--- src/rtl/chess_input_conditioner.sv ---
// Purpose: synchronise, debounce and pulse-shape the board push-buttons and slide switches.
// Latency: raw edge sampled at edge t reaches the registered outputs at edge t+DEBOUNCE_CYCLES+2.
// Backpressure: none; free-running conditioner, every output is a registered level or 1-cycle pulse.
module chess_input_conditioner #(
    parameter int DEBOUNCE_CYCLES = 1_000_000,
    parameter int REPEAT_DELAY    = 25_000_000,
    parameter int REPEAT_PERIOD   = 7_500_000
) (
    input  logic       clock,
    input  logic       globalReset,
    input  logic       KeyLeft,
    input  logic       KeyUp,
    input  logic       KeyDown,
    input  logic       KeyRight,
    input  logic       StartStopSwitch,
    input  logic       LockSwitch,
    output logic       moveLeft,
    output logic       moveUp,
    output logic       moveDown,
    output logic       moveRight,
    output logic [3:0] keyHeld,
    output logic       startStop,
    output logic       startStopToggle,
    output logic       lock
);

    localparam int RC_SPAN = (REPEAT_DELAY > REPEAT_PERIOD) ? REPEAT_DELAY : REPEAT_PERIOD;
    localparam int DCW     = $clog2(DEBOUNCE_CYCLES + 1);
    localparam int RCW     = $clog2(RC_SPAN + 1);

    localparam logic [DCW-1:0] DB_LAST = DCW'(DEBOUNCE_CYCLES - 1);
    localparam logic [RCW-1:0] RD_LAST = RCW'(REPEAT_DELAY - 1);
    localparam logic [RCW-1:0] RP_LAST = RCW'(REPEAT_PERIOD - 1);
    localparam logic [RCW-1:0] RC_MAX  = '1;

    // Bit order {lock, start_stop, right, down, up, left}; keys idle high, switches idle low.
    localparam logic [5:0] SYNC_INIT = 6'b00_1111;

    typedef enum logic [1:0] {
        ST_IDLE,
        ST_DELAY,
        ST_REPEAT,
        ST_HOLD
    } key_state_t;

    logic [5:0] raw_in;
    logic [5:0] sync_a;
    logic [5:0] sync_b;
    logic [5:0] act;
    logic [5:0] deb;
    logic [3:0] move_nxt;
    logic       multi_held;

    assign raw_in = {LockSwitch, StartStopSwitch, KeyRight, KeyDown, KeyUp, KeyLeft};
    // Keys are inverted after the synchroniser so that 1 always means "active".
    assign act    = sync_b ^ SYNC_INIT;
    // More than one debounced key held: clearing the lowest set bit leaves something.
    assign multi_held = (deb[3:0] & (deb[3:0] - 4'd1)) != 4'd0;

    // Two-flop synchroniser, preset to the idle pin levels so reset release is silent.
    always_ff @(posedge clock or negedge globalReset) begin
        if (!globalReset) begin
            sync_a <= SYNC_INIT;
            sync_b <= SYNC_INIT;
        end else begin
            sync_a <= raw_in;
            sync_b <= sync_a;
        end
    end

    for (genvar i = 0; i < 6; i++) begin : g_db
        logic [DCW-1:0] cnt;
        logic           lvl;

        assign deb[i] = lvl;

        // Debounce: level flips only after DEBOUNCE_CYCLES consecutive differing samples.
        always_ff @(posedge clock or negedge globalReset) begin
            if (!globalReset) begin
                cnt <= '0;
                lvl <= 1'b0;
            end else if (act[i] == lvl) begin
                cnt <= '0;
            end else if (cnt == DB_LAST) begin
                lvl <= ~lvl;
                cnt <= '0;
            end else begin
                cnt <= (cnt < DB_LAST) ? cnt + 1'b1 : cnt;
            end
        end
    end

    for (genvar k = 0; k < 4; k++) begin : g_key
        key_state_t     st;
        key_state_t     st_nxt;
        logic [RCW-1:0] rc;
        logic [RCW-1:0] rc_nxt;
        logic           mv;
        logic           rise;
        logic           fall;

        // keyHeld is the one-cycle-delayed debounced level, so it doubles as the edge reference.
        assign rise        = deb[k] & ~keyHeld[k];
        assign fall        = ~deb[k] & keyHeld[k];
        assign move_nxt[k] = mv;

        // Key FSM state and repeat counter.
        always_ff @(posedge clock or negedge globalReset) begin
            if (!globalReset) begin
                st <= ST_IDLE;
                rc <= '0;
            end else begin
                st <= st_nxt;
                rc <= rc_nxt;
            end
        end

        // Next state: press pulse, delayed repeat, periodic repeat; release wins over a repeat.
        always_comb begin
            st_nxt = st;
            rc_nxt = (rc == RC_MAX) ? rc : rc + 1'b1;
            mv     = 1'b0;
            if (fall) begin
                st_nxt = ST_IDLE;
                rc_nxt = '0;
            end else begin
                case (st)
                    ST_IDLE: begin
                        rc_nxt = '0;
                        if (rise) begin
                            mv     = 1'b1;
                            st_nxt = multi_held ? ST_HOLD : ST_DELAY;
                        end
                    end
                    ST_DELAY: begin
                        if (multi_held) begin
                            st_nxt = ST_HOLD;
                            rc_nxt = '0;
                        end else if (rc == RD_LAST) begin
                            mv     = 1'b1;
                            st_nxt = ST_REPEAT;
                            rc_nxt = '0;
                        end
                    end
                    ST_REPEAT: begin
                        if (multi_held) begin
                            st_nxt = ST_HOLD;
                            rc_nxt = '0;
                        end else if (rc == RP_LAST) begin
                            mv     = 1'b1;
                            rc_nxt = '0;
                        end
                    end
                    ST_HOLD: begin
                        // Parked until this key is released; a fresh press restarts repeat.
                        rc_nxt = '0;
                    end
                    default: begin
                        st_nxt = ST_IDLE;
                        rc_nxt = '0;
                    end
                endcase
            end
        end
    end

    // Registered outputs; levels and pulses leave on the same edge so they stay aligned.
    always_ff @(posedge clock or negedge globalReset) begin
        if (!globalReset) begin
            {moveRight, moveDown, moveUp, moveLeft} <= 4'b0000;
            keyHeld         <= 4'b0000;
            startStop       <= 1'b0;
            startStopToggle <= 1'b0;
            lock            <= 1'b0;
        end else begin
            {moveRight, moveDown, moveUp, moveLeft} <= move_nxt;
            keyHeld         <= deb[3:0];
            startStop       <= deb[4];
            startStopToggle <= deb[4] ^ startStop;
            lock            <= deb[5];
        end
    end

endmodule

--- config.mk ---
export PLATFORM = sky130hd
export DESIGN_NAME = chess_input_conditioner
export DESIGN_NICKNAME = d
export VERILOG_FILES = /design/src/rtl/chess_input_conditioner.sv
export SDC_FILE = /design/constraint.sdc
export NUM_CORES = 1
export LEC_CHECK = 0
export CAP_MARGIN = 20
export CORE_ASPECT_RATIO = 1.2
export CORE_MARGIN = 2
export CORE_UTILIZATION = 40
export DETAILED_ROUTE_END_ITERATION = 8
export PLACE_DENSITY = 0.59
export SLEW_MARGIN = 20
export SYNTH_ARGS = -nofsm -noshare
export SYNTH_HDL_FRONTEND = slang
export SYNTH_SLANG_ARGS = --single-unit
--- constraint.sdc ---
create_clock -name clock -period 6.81 [get_ports clock]
set_input_delay 1.362 -clock clock [delete_from_list [all_inputs] [get_ports clock]]
set_output_delay 1.362 -clock clock [all_outputs]
set_load 0.03 [all_outputs]
# Word level (Yosys, flattened, before mapping)
# Index checks and enable logic that the tools add are counted.
# Widths: inputs -> output; s select.
# totals
wordCells	247
memories	0
rom_bits	0
mem_bits_rw	0
register_bits	257
input_bits	8
output_inout_bits	11
latch_bits	0
# classes
reduce_logical	29
order_cmp	6
add_sub_neg	11
eq_ne	48
shifts	0
div	0
bitwise_logic	27
multipliers	0
mux	96
# ops
op	n
$mux 25	24
$mux 20	18
$pmux 25 s3	4
$eq 25x25->1 const B	8
$add 20x1->20 const B	6
$eq 20x20->1 const B	6
$lt 20x20->1 const B	6
$add 25x1->25 const B	4
$eq 25x23->1 const B	4
$mux 2	18
$mux 1	24
$ne 3x3->1 const B	8
$pmux 2 s3	4
$reduce_bool 4->1	5
$reduce_bool 3->1	6
$eq 2x2->1 const B	8
$ne 4x4->1 const B	4
$not 1->1	16
$reduce_and 4->1	4
$pmux 1 s3	4
$reduce_and 2->1	6
$and 1x1->1	8
$eq 2x1->1 const B	4
$logic_not 2->1	4
6 further kinds	14

# Logic depth before layout (Yosys ltp)
# depth
word_depth	7
mapped_depth	8
mapped_depth_nobuf	7

# Worst setup path before layout
# OpenSTA, ideal clock, no wires.
# synth_timing
path_type	register to register
from	reg g_key[2].rc[23]
to	reg g_key[2].st[0]
t_required_ns	6.685
t_arrival_ns	2.047
path_stages_with_launch	6
synth_period_minus_slack_ns	2.172
setup_time_ns	0.125
path_buffers	0
path_slack_ns	4.638
cell_sequence	dfrtp_1 -> or4_1 -> nor4_2 -> a2111oi_0 -> a221oi_2 -> mux2_2
# synth_via
elab_chain_len	3
# synth_rtl
element	line_no	rtl
start, declared	96	logic [RCW-1:0] rc;
start signal, assigned	114	rc <= rc_nxt;
$eq 25x25->1	139	end else if (rc == RD_LAST) begin
$ne 4x4->1 (no source line)	--	
$reduce_and 4->1 (no source line)	--	
end signal, assigned	113	st <= st_nxt;
end, declared	94	key_state_t st;
# No other way between the ends.
# A chain may end at the register's enable or synchronous reset.

# Worst setup path after layout
# layout_timing
from	reg keyHeld[0]
to	out keyHeld[0]
# layout_lines
element	line_no	rtl
start, declared	21	output logic [3:0] keyHeld,
start signal, assigned	177	keyHeld <= deb[3:0];
# No word-level cell between the ends.

==> results.yml <==
critical_path:
  end_kind: "output port"
  cp.arrival_ns: 1.71
  worstSetupStartpointType: "flop"
  crit_required_ns: 5.45
  cp_top_family: "buffers and inverters"
  cp_slowest_cell: "clkdlybuf4s50_1"
  r2r_slack_ns: 4.14
  crit_path_cell_trace: "clkdlybuf4s50_1"
  critPathMaxFanout: 5
  path_class: "reg -> out"
  critPathMaxStageDelay_ns: 0.75
  crit_buf_inv: 1
logic_synthesis:
  synth_edf_count: 0
  synthCells: 1497
  yosysUniqueCellTypes: 88
  synth_top_family_by_area: "simple AND/OR/NAND/NOR gates"
  yosysTopAreaCell: "dfrtp_1"
  yosysMostFrequentCell: "dfrtp_1"
  synth-seq-cells: 257
  synthSimpleGateAreaFrac_pct: 26.7
  netlist_area_sq_um: 14200
  synthFlopType: "dfrtp_1"
  synthAdderAreaFrac_pct: 3.07
  synth_compound_area_share_pct: 11.1
  yosys-top-cells-count: "249 x dfrtp_1, 206 x nor2_1, 90 x nand2_1"
  synth.area.top_cells: "dfrtp_1 44%, xnor2_1 5.5%, nor2_1 5.5%, xor2_1 4.0%, ha_1 3.0%"
  yosys.area.top_type_share_pct: 43.9
  synth.mux.area_fraction_pct: 1.32
  synthXorXnorAreaFrac_pct: 9.45
  synth_warnings: 0
  syn_area_per_cell_sq_um: 9.48
  synth_fp_nets: 1539
  yosysSeqAreaShare_pct: 45.4
  ys_async_sr_fraction_pct: 100
timing:
  drv_slew: 0
  layout_setup_ws_ns: 3.73
  tightest_slew_ns: 0.887
  skew_ns: 0.0264
  tns_ns: 0
  max-slew-margin-rel_pct: 40.3
  finalHoldViolCount: 0
  setup_viol: 0
  finalCritPeriodShare_pct: 45.2
  rsz0062_at_grt: "no"
  fin_crit_ns: 3.08
  clock.fmax_mhz: 325
cts:
  cts_setup_buffers: 0
  h-tree-depth: 1
  clock_sinks: 257
  cts_tree: "built"
  cts_made_buffers: 29
  ctsHoldBuffers: 0
  path_clk_slew_ns: 0.06
  clk_latency_ns: 0.56
  ctsResizeCount: 0
  cts_max_path_buffers: 3
  clock-root-buffer: "clkbuf_16"
min_path:
  min_path_type: "reg -> reg"
floorplanning:
  initial_core_util_pct: 40.5
  die_x_um: 176
  dieArea_sq_um: 37000
  core_area_sq_um: 35000
  io_pins: 19
  num_rows: 75
  die_h_um: 210
flow_run:
  drv_cap: 0
route:
  vias: 11100
  routedWlPerCell_um: 14.9
  drtPass1Iterations: 5
  drtIter0Drc: 665
  ant_nets: 0
  drc_errors: 0
  vias_per_cell: 5.58
  drt-total-wl_um: 29600
cells_and_area:
  drive_above_1_share_pct: 7.36
  nNetsFinal: 1540
  n_antenna_cell: 0
  syn_to_final_growth_pct: 11.1
placement:
  dpl.hpwl_um: 19800
  post-place-ws_ns: 3.94
  gp_congestion: 0.833
  numPortBuffers: 18
global_route:
  grt_pass1_vias: 10800
  grt_usage_pct: 16.4
  grt_pass1_wl_um: 51900
  grt_max_degree: 86
  antenna_found_initial: 0
  grt_overflow_total: 0
pwr:
  peakVddDrop_mv: 0.195
  p_leak_nw: 6.06
  power_density_nw_per_um2: 202
run_status:
  status: "completed"
## report_power, final
part           internal [W]  switching [W]
clock network      0.000904       0.000646
registers           0.00154      0.0000122
logic             0.0000185      0.0000555
total               0.00246       0.000713
## cells in the final DEF (no fill, tap or decap), types with 5 or more instances in the layout
cell type	count
o211ai_1	15
o31a_1	6
mux2_2	5
a211oi_1	17
a31oi_1	12
and4_1	27
a21oi_1	63
clkbuf_16	29
o21ai_0	37
clkbuf_8	7
and3_1	27
nor4_2	6
or3_1	30
nand3_1	82
dfstp_2	8
o2111ai_1	10
nor4b_1	9
nor4_1	33
ha_1	34
xor2_1	64
nor3_1	34
xnor2_1	89
buf_4	10
nor3b_1	8
inv_1	45
nor2_1	206
nand2_1	90
dfrtp_1	249
clkdlybuf4s50_1	17
mux2i_1	12
o31ai_1	18
nand4_1	67
or4_1	29
and2_1	13
nand4b_1	7
or2_2	7
clkbuf_1	5
## area by class of cell
class / instances / area (sq um)
well taps: 462 / 578
clock inverters: 13 / 119
repair buffers: 28 / 260
fillers: 3312 / 19200
inverters: 45 / 169
clock buffers: 41 / 841
multi-input cells: 1137 / 7360
flip-flops and latches: 257 / 6440
## layer usage
| layer | vias to the layer above | GRT usage [%] | share of wire, % |
|---|---|---|---|
| met3 | 49 | 1.95 | 3.3 |
| met1 | 5389 | 21.9 | 46 |
| met5 | - | 0 | 0 |
| li1 | 5465 | - | - |
| met2 | 164 | 27.5 | 48 |
| met4 | 0 | 5.64 | 2.6 |
## cell families (layout without fill, tap and decap cells)
logic type,count (synthesis),after routing
flops,257,257
compound gates,225,225
mux,18,18
simple gates,706,706
buf+inv,103,127
fa+ha+maj,35,35
xor+xnor,153,153
## path summary, 6_finish.rpt
path                            cells after the start              end           start
worst min-delay path                                0        sync_b[4]       sync_a[4]
worst max-delay path                                1       keyHeld[0]      keyHeld[0]
min in group asynchronous                           1  g_key[0].rc[21]     globalReset
worst min register to register                      0        sync_b[4]       sync_a[4]
worst max register to register                      6  g_key[0].rc[23]  g_key[0].rc[0]
max in group asynchronous                           2   g_db[2].cnt[5]     globalReset
## flip-flops by register name (all words and copies together) (netlist names)
name,flops
sync_b,6
moveLeft,1
startStop,1
lock,1
g_db.cnt,120
g_key.st,8
startStopToggle,1
moveDown,1
moveRight,1
moveUp,1
g_db.lvl,6
g_key.rc,100
sync_a,6
keyHeld,4
## stage by stage
step	hold slack [ns]	instances	cell area [sq um]	utilization, %	power [W]
finish	0.347	1983	15800	45.0	0.00318
floorplan	0.331	1497	14200	-	0.00161
CTS	0.349	1983	15700	45.0	0.00324
global route	0.364	1983	15800	45.0	0.00331
global placement	0.334	1929	14800	42.2	0.00166
detailed placement	0.335	1929	14800	42.2	0.00166
(Power assumes the default switching activity.)
